### config.mk
export PLATFORM = sky130hd
export DESIGN_NAME = div_iter_flat
export DESIGN_NICKNAME = d
export VERILOG_FILES = /design/src/rtl/div_iter_if.sv /design/src/rtl/div_iter.sv /design/src/flat_wrapper.sv
export SDC_FILE = /design/constraint.sdc
export NUM_CORES = 1
export LEC_CHECK = 0
export BUFFER_PORTS_ARGS = -buffer_cell sky130_fd_sc_hd__buf_2
export CAP_MARGIN = 20
export CORE_ASPECT_RATIO = 0.75
export CORE_MARGIN = 2
export CORE_UTILIZATION = 54
export DETAILED_ROUTE_END_ITERATION = 10
export PLACE_DENSITY = 0.84
export SKIP_LAST_GASP = 1
export SLEW_MARGIN = 20
export SYNTH_ARGS = -nofsm -noshare
export SYNTH_HDL_FRONTEND = slang
export SYNTH_SLANG_ARGS = --single-unit
### constraint.sdc
create_clock -name clk -period 5.1 [get_ports clk]
set_input_delay 0.255 -clock clk [delete_from_list [all_inputs] [get_ports clk]]
set_output_delay 0.255 -clock clk [all_outputs]
set_load 0.01 [all_outputs]
### src/rtl/div_iter_if.sv
// EX-stage divide handshake: EX (master) holds start_i and operands until ready_o,
// the divider (slave) returns {remainder, quotient}.
interface div_iter_if #(
  parameter int DATA_WD = 32
);
  logic                   signed_div_i;
  logic [DATA_WD-1:0]     opdata1_i;
  logic [DATA_WD-1:0]     opdata2_i;
  logic                   start_i;
  logic                   annul_i;
  logic [2*DATA_WD-1:0]   result_o;
  logic                   ready_o;

  modport master (
    output signed_div_i, opdata1_i, opdata2_i, start_i, annul_i,
    input  result_o, ready_o
  );

  modport slave (
    input  signed_div_i, opdata1_i, opdata2_i, start_i, annul_i,
    output result_o, ready_o
  );
endinterface

### src/rtl/div_iter.sv
// Bit-serial restoring divider for DIV/DIVU: one quotient bit per cycle, MSB first,
// fixed 33-cycle stall, registered {remainder, quotient} held while start_i stays high.
module div_iter #(
  parameter int DATA_WD = 32
) (
  input  logic       clk,
  input  logic       rst,
  div_iter_if.slave  bus
);

  localparam int W  = DATA_WD;
  localparam int CW = $clog2(W) + 1;

  typedef enum logic [1:0] {
    ST_IDLE   = 2'd0,
    ST_BYZERO = 2'd1,
    ST_ON     = 2'd2,
    ST_END    = 2'd3
  } state_t;

  state_t          state_r, state_nxt_s;
  logic [CW-1:0]   cnt_r, cnt_nxt_s;
  logic [W:0]      rem_r, rem_nxt_s;
  logic [W-1:0]    quo_r, quo_nxt_s;
  logic [W-1:0]    div_r, div_nxt_s;
  logic            sdiv_r, sdiv_nxt_s;
  logic            s1_r, s1_nxt_s;
  logic            s2_r, s2_nxt_s;
  logic [2*W-1:0]  result_r, result_nxt_s;
  logic            ready_r, ready_nxt_s;

  logic [W:0]      trial_s;
  logic [W-1:0]    abs1_s, abs2_s, quo_fix_s, rem_fix_s;

  assign bus.result_o = result_r;
  assign bus.ready_o  = ready_r;

  // State and datapath registers
  always_ff @(posedge clk or posedge rst) begin
    if (rst) begin
      state_r  <= ST_IDLE;
      cnt_r    <= {CW{1'b0}};
      rem_r    <= {(W+1){1'b0}};
      quo_r    <= {W{1'b0}};
      div_r    <= {W{1'b0}};
      sdiv_r   <= 1'b0;
      s1_r     <= 1'b0;
      s2_r     <= 1'b0;
      result_r <= {(2*W){1'b0}};
      ready_r  <= 1'b0;
    end else begin
      state_r  <= state_nxt_s;
      cnt_r    <= cnt_nxt_s;
      rem_r    <= rem_nxt_s;
      quo_r    <= quo_nxt_s;
      div_r    <= div_nxt_s;
      sdiv_r   <= sdiv_nxt_s;
      s1_r     <= s1_nxt_s;
      s2_r     <= s2_nxt_s;
      result_r <= result_nxt_s;
      ready_r  <= ready_nxt_s;
    end
  end

  // Next-state logic; annul wins over completion in BYZERO and ON
  always_comb begin
    state_nxt_s = state_r;
    case (state_r)
      ST_IDLE: begin
        if (bus.start_i && !bus.annul_i) begin
          state_nxt_s = (bus.opdata2_i == {W{1'b0}}) ? ST_BYZERO : ST_ON;
        end else begin
          state_nxt_s = ST_IDLE;
        end
      end
      ST_BYZERO: begin
        if (bus.annul_i) begin
          state_nxt_s = ST_IDLE;
        end else begin
          state_nxt_s = ST_END;
        end
      end
      ST_ON: begin
        if (bus.annul_i) begin
          state_nxt_s = ST_IDLE;
        end else if (cnt_r == CW'(W)) begin
          state_nxt_s = ST_END;
        end else begin
          state_nxt_s = ST_ON;
        end
      end
      ST_END: begin
        if (!bus.start_i) begin
          state_nxt_s = ST_IDLE;
        end else begin
          state_nxt_s = ST_END;
        end
      end
      default: state_nxt_s = ST_IDLE;
    endcase
  end

  // Datapath helpers: operand magnitudes, restoring trial, sign-corrected result
  always_comb begin
    abs1_s    = (bus.signed_div_i && bus.opdata1_i[W-1]) ? (~bus.opdata1_i + {{(W-1){1'b0}}, 1'b1})
                                                         : bus.opdata1_i;
    abs2_s    = (bus.signed_div_i && bus.opdata2_i[W-1]) ? (~bus.opdata2_i + {{(W-1){1'b0}}, 1'b1})
                                                         : bus.opdata2_i;
    trial_s   = {rem_r[W-1:0], quo_r[W-1]} - {1'b0, div_r};
    quo_fix_s = (sdiv_r && (s1_r ^ s2_r)) ? (~quo_r + {{(W-1){1'b0}}, 1'b1}) : quo_r;
    rem_fix_s = (sdiv_r && s1_r) ? (~rem_r[W-1:0] + {{(W-1){1'b0}}, 1'b1}) : rem_r[W-1:0];
  end

  // Output and datapath next values
  always_comb begin
    cnt_nxt_s    = cnt_r;
    rem_nxt_s    = rem_r;
    quo_nxt_s    = quo_r;
    div_nxt_s    = div_r;
    sdiv_nxt_s   = sdiv_r;
    s1_nxt_s     = s1_r;
    s2_nxt_s     = s2_r;
    result_nxt_s = {(2*W){1'b0}};
    ready_nxt_s  = 1'b0;
    case (state_r)
      ST_IDLE: begin
        cnt_nxt_s = {CW{1'b0}};
        if (bus.start_i && !bus.annul_i) begin
          sdiv_nxt_s = bus.signed_div_i;
          s1_nxt_s   = bus.opdata1_i[W-1];
          s2_nxt_s   = bus.opdata2_i[W-1];
          quo_nxt_s  = abs1_s;
          div_nxt_s  = abs2_s;
          rem_nxt_s  = {(W+1){1'b0}};
        end else begin
          rem_nxt_s  = rem_r;
        end
      end
      ST_BYZERO: begin
        if (bus.annul_i) begin
          ready_nxt_s = 1'b0;
        end else begin
          ready_nxt_s = 1'b1;
        end
      end
      ST_ON: begin
        if (bus.annul_i) begin
          cnt_nxt_s = {CW{1'b0}};
        end else if (cnt_r == CW'(W)) begin
          result_nxt_s = {rem_fix_s, quo_fix_s};
          ready_nxt_s  = 1'b1;
        end else begin
          cnt_nxt_s = cnt_r + {{(CW-1){1'b0}}, 1'b1};
          // Restore by keeping the shifted remainder when the trial goes negative
          if (!trial_s[W]) begin
            rem_nxt_s = trial_s;
            quo_nxt_s = {quo_r[W-2:0], 1'b1};
          end else begin
            rem_nxt_s = {rem_r[W-1:0], quo_r[W-1]};
            quo_nxt_s = {quo_r[W-2:0], 1'b0};
          end
        end
      end
      ST_END: begin
        if (bus.start_i) begin
          result_nxt_s = result_r;
          ready_nxt_s  = 1'b1;
        end else begin
          cnt_nxt_s    = {CW{1'b0}};
        end
      end
      default: begin
        cnt_nxt_s = {CW{1'b0}};
      end
    endcase
  end

endmodule

### src/flat_wrapper.sv
// flat-port wrapper written by rule: the top's interface ports become plain ports
module div_iter_flat 
#(
  parameter int DATA_WD = 32
)
  (clk, rst, bus_signed_div_i, bus_opdata1_i, bus_opdata2_i, bus_start_i, bus_annul_i, bus_result_o, bus_ready_o);
  div_iter_if #(.DATA_WD(DATA_WD)) bus_i ();
  input  logic clk;
  input  logic rst;
  input wire logic [$bits(bus_i.signed_div_i)-1:0] bus_signed_div_i;
  input wire logic [$bits(bus_i.opdata1_i)-1:0] bus_opdata1_i;
  input wire logic [$bits(bus_i.opdata2_i)-1:0] bus_opdata2_i;
  input wire logic [$bits(bus_i.start_i)-1:0] bus_start_i;
  input wire logic [$bits(bus_i.annul_i)-1:0] bus_annul_i;
  output wire logic [$bits(bus_i.result_o)-1:0] bus_result_o;
  output wire logic [$bits(bus_i.ready_o)-1:0] bus_ready_o;
  assign bus_i.signed_div_i = bus_signed_div_i;
  assign bus_i.opdata1_i = bus_opdata1_i;
  assign bus_i.opdata2_i = bus_opdata2_i;
  assign bus_i.start_i = bus_start_i;
  assign bus_i.annul_i = bus_annul_i;
  assign bus_result_o = bus_i.result_o;
  assign bus_ready_o = bus_i.ready_o;
  div_iter #(.DATA_WD(DATA_WD)) u_core (.clk(clk), .rst(rst), .bus(bus_i));
endmodule
==> flow_summary.toml <==
[outcome]
outcome = "complete, no violations"

[timing]
hold_violations = 0
setup_viol = 0
period_minus_slack_ns = 3.56
relSlewSlack_pct = 30.7
grt_setup_unrepaired = "no"
fin_ws_ns = 1.54
worst_slew_pin_slew_ns = 1.04
fin_setup_tns_ns = 0
drv_slew = 0
whs_ns = 0.0837
clock_skew_ns = 0.0105
fin_crit_sh_pct = 69.7
fmax_mhz = 281

[critical_path]
critical_path_cell_count = 13
cp_slowest_cell = "and3_1"
cp-end-kind = "flip-flop"
critPathLaunchType = "flip-flop"
path_buf_inv = 1
crit_family = "compound AO/OA/AOI/OAI gates"
path_common_cell = "a31oi_1"
required_ns = 5.37
path_class = "reg2reg"
slowest_delay_ns = 0.47
crit_fanout = 15
cp.arrival_ns = 3.83
crit_chain = "inv_1, ha_1, fa_1, nand2b_1, a21o_1, a31oi_1, a31oi_1, a211oi_1, or3_1, and3_1, nor2_1, a21oi_1, o21ai_0"
reg2reg_depth = 13

[floorplanning]
start_util_pct = 54.8
core_mm2 = 0.0201
dieWidth_um = 169
die_h_um = 128
placementRows = 45
io_pins = 134
dieArea_mm2 = 0.0216

[clocking]
cts_made_buffers = 17
clock_latency_ns = 0.45
postCtsResizedCells = 0
hold_buffers = 1
clockRootBuffer = "clkbuf_16"
clk_pin_slew_worst_paths_ns = 0.07
htreeDepth = 4
clock-sinks = 172
cts_tree = "yes"
clockBufferDepth = 2
cts_setup_buffers = 0

[logic_synthesis]
yosysWarnings = 0
syn_area_mm2 = 0.0110
async_flop_share_pct = 100
ys_seq_area_share_pct = 39.1
postSynthAreaPerCell_um2 = 8.23
synthCells = 1340
synth_nets = 1448
synth-edff-count = 0
synth_flop_cell = "dfrtp_1"
ys_ff_latch = 172
yosysUniqueCellTypes = 61

[power]
irDropWorstVdd_mv = 0.273
power_mw = 5.79
leakagePower_nw = 5.70
power.density_mw_per_mm2 = 464

[detailed_routing]
firstDrtPassIters = 5
drc = 0
num_vias = 10100
avgRoutedWirePerCell_um = 17.1
avgViaCountPerCell = 5.88
ant_nets = 0
drtIter0Drc = 945
wl_um = 29200

[hold_path]
hold_class = "in2reg"
whs_path_depth = 3

[final_layout]
nets = 1547
fill_cells = 1734
drive_gt1_share_pct = 13.4
area_growth_pct = 13.2
instances_no_fill = 1711
final_util_pct = 62.0
final_area_mm2 = 0.0125

[flow_run]
drv_cap = 0

[global_routing]
antenna_found_initial = 0
met1_usage_pct = 44.1
grt_pass1_vias = 9089
grt_pass1_wl_um = 47000
grt_max_degree = 87
use_met3_pct = 5.93
met2_usage_pct = 37.1
top_usage_layer = "met1"
grt_usage_pct = 27.3
gr-total-overflow = 0

[place]
post-place-ws_ns = 1.62
dp_cells = 1676
gp_congestion = 0.956
portBuffers = 133
place_area_mm2 = 0.0119
hpwl_um = 21400
[state kept, by name (all words and copies together), names as in the netlist]
name                 count
u_core.s2_r              1
u_core.cnt_r             6
u_core.bus.result_o     64
u_core.div_r            32
u_core.rem_r            32
u_core.bus.ready_o       1
u_core.quo_r            32
u_core.s1_r              1
u_core.sdiv_r            1
u_core.state_r           2
[cells by family after synthesis]
family,synth area share [%]
simple gates,17.9
xor+xnor,11.5
buf+inv,4.42
mux,1.92
fa+ha+maj,4.50
compound gates,20.7
flops,39.1
[area by class of cell]
type / instances / area [µm²] / share of cell area (%)
diodes: 1 / 2.50 / 0.0201
clock buffers: 17 / 425 / 3.41
clock inverters: 15 / 153 / 1.22
inverters: 63 / 241 / 1.94
multi-input cells: 1040 / 6250 / 50.1
flip-flops and latches: 172 / 4300 / 34.5
well taps: 258 / 323 / 2.59
repair buffers: 145 / 771 / 6.18
[worst reg2reg max path: cells and delay by family, from the launching register on]
kind	cells	cell delay (ns)
flops	1	0.41
buf+inv	1	0.07
fa+ha+maj	2	0.58
simple gates	4	0.98
compound gates	6	1.35
[power by group]
group          leakage [nW]  switching, mW  internal, mW
combinational          3.13           1.49          1.07
sequential             2.28          0.382          1.58
clock                 0.283          0.621         0.650
total                  5.70           2.50          3.30
[cell usage after synthesis, drive strengths merged, types with 4 or more instances]
cell type,count,area (µm²)
nor3,25,125
nand3b,6,45.0
o21bai,4,30.0
and2,11,68.8
buf,8,36.3
dfrtp,172,4300
o41ai,9,86.3
o31ai,22,165
xnor2,81,709
nand2b,10,62.6
a31oi,11,68.8
or4,8,67.6
nand2,214,808
nand3,12,60.1
mux2i,20,200
a21oi,109,546
xor2,64,561
o311ai,4,35.0
nand4,8,50.1
clkbuf,57,214
o21ai,200,1000
o21a,6,45.0
inv,63,236
ha,38,475
nor2,94,360
a21o,9,67.6
and3,5,31.3
nor2b,8,50.1
or3,9,56.3
nor4,16,121
[layer usage]
layer | share of wire (%) | vias to the layer above
met1 | 49 | 4752
met3 | 9.0 | 27
met4 | 1.3 | 0
met5 | 0 | -
li1 | - | 4851
met2 | 40 | 433
[placed cells by master, fill, tap and decap left out, drive strengths merged, types with 3 or more instances in the layout]
cell type,count
xnor2,81
xor2,64
a22oi,3
nor4,16
nor3b,3
and3,5
o31ai,22
o21bai,4
buf,144
nor3,25
a21o,9
o21ai,200
o21a,6
or3,9
ha,38
inv,70
dfrtp,172
a21oi,109
nor4b,3
mux2i,20
nand4,8
a21boi,3
nand3b,6
nand2b,10
nand3,12
o311ai,4
o41ai,9
and2,11
a31oi,11
or4,8
nor2b,8
clkbuf,17
o211ai,3
clkinv,7
nor2,94
nand2,214
[final timing paths]
check / from / endpoint / slack, ns
setup / recovery: u_core.quo_r[31] / u_core.rem_r[19] / 1.54
min in group asynchronous: rst / u_core.bus.result_o[24] / 0.51
max in group asynchronous: rst / u_core.div_r[10] / 3.40
hold / removal: bus_opdata1_i[31] / u_core.s1_r / 0.08
setup reg to reg: u_core.quo_r[31] / u_core.rem_r[19] / 1.54
hold reg to reg: u_core.bus.result_o[41] / u_core.bus.result_o[41] / 0.47
Note: power is estimated with default switching activity, not from simulation.
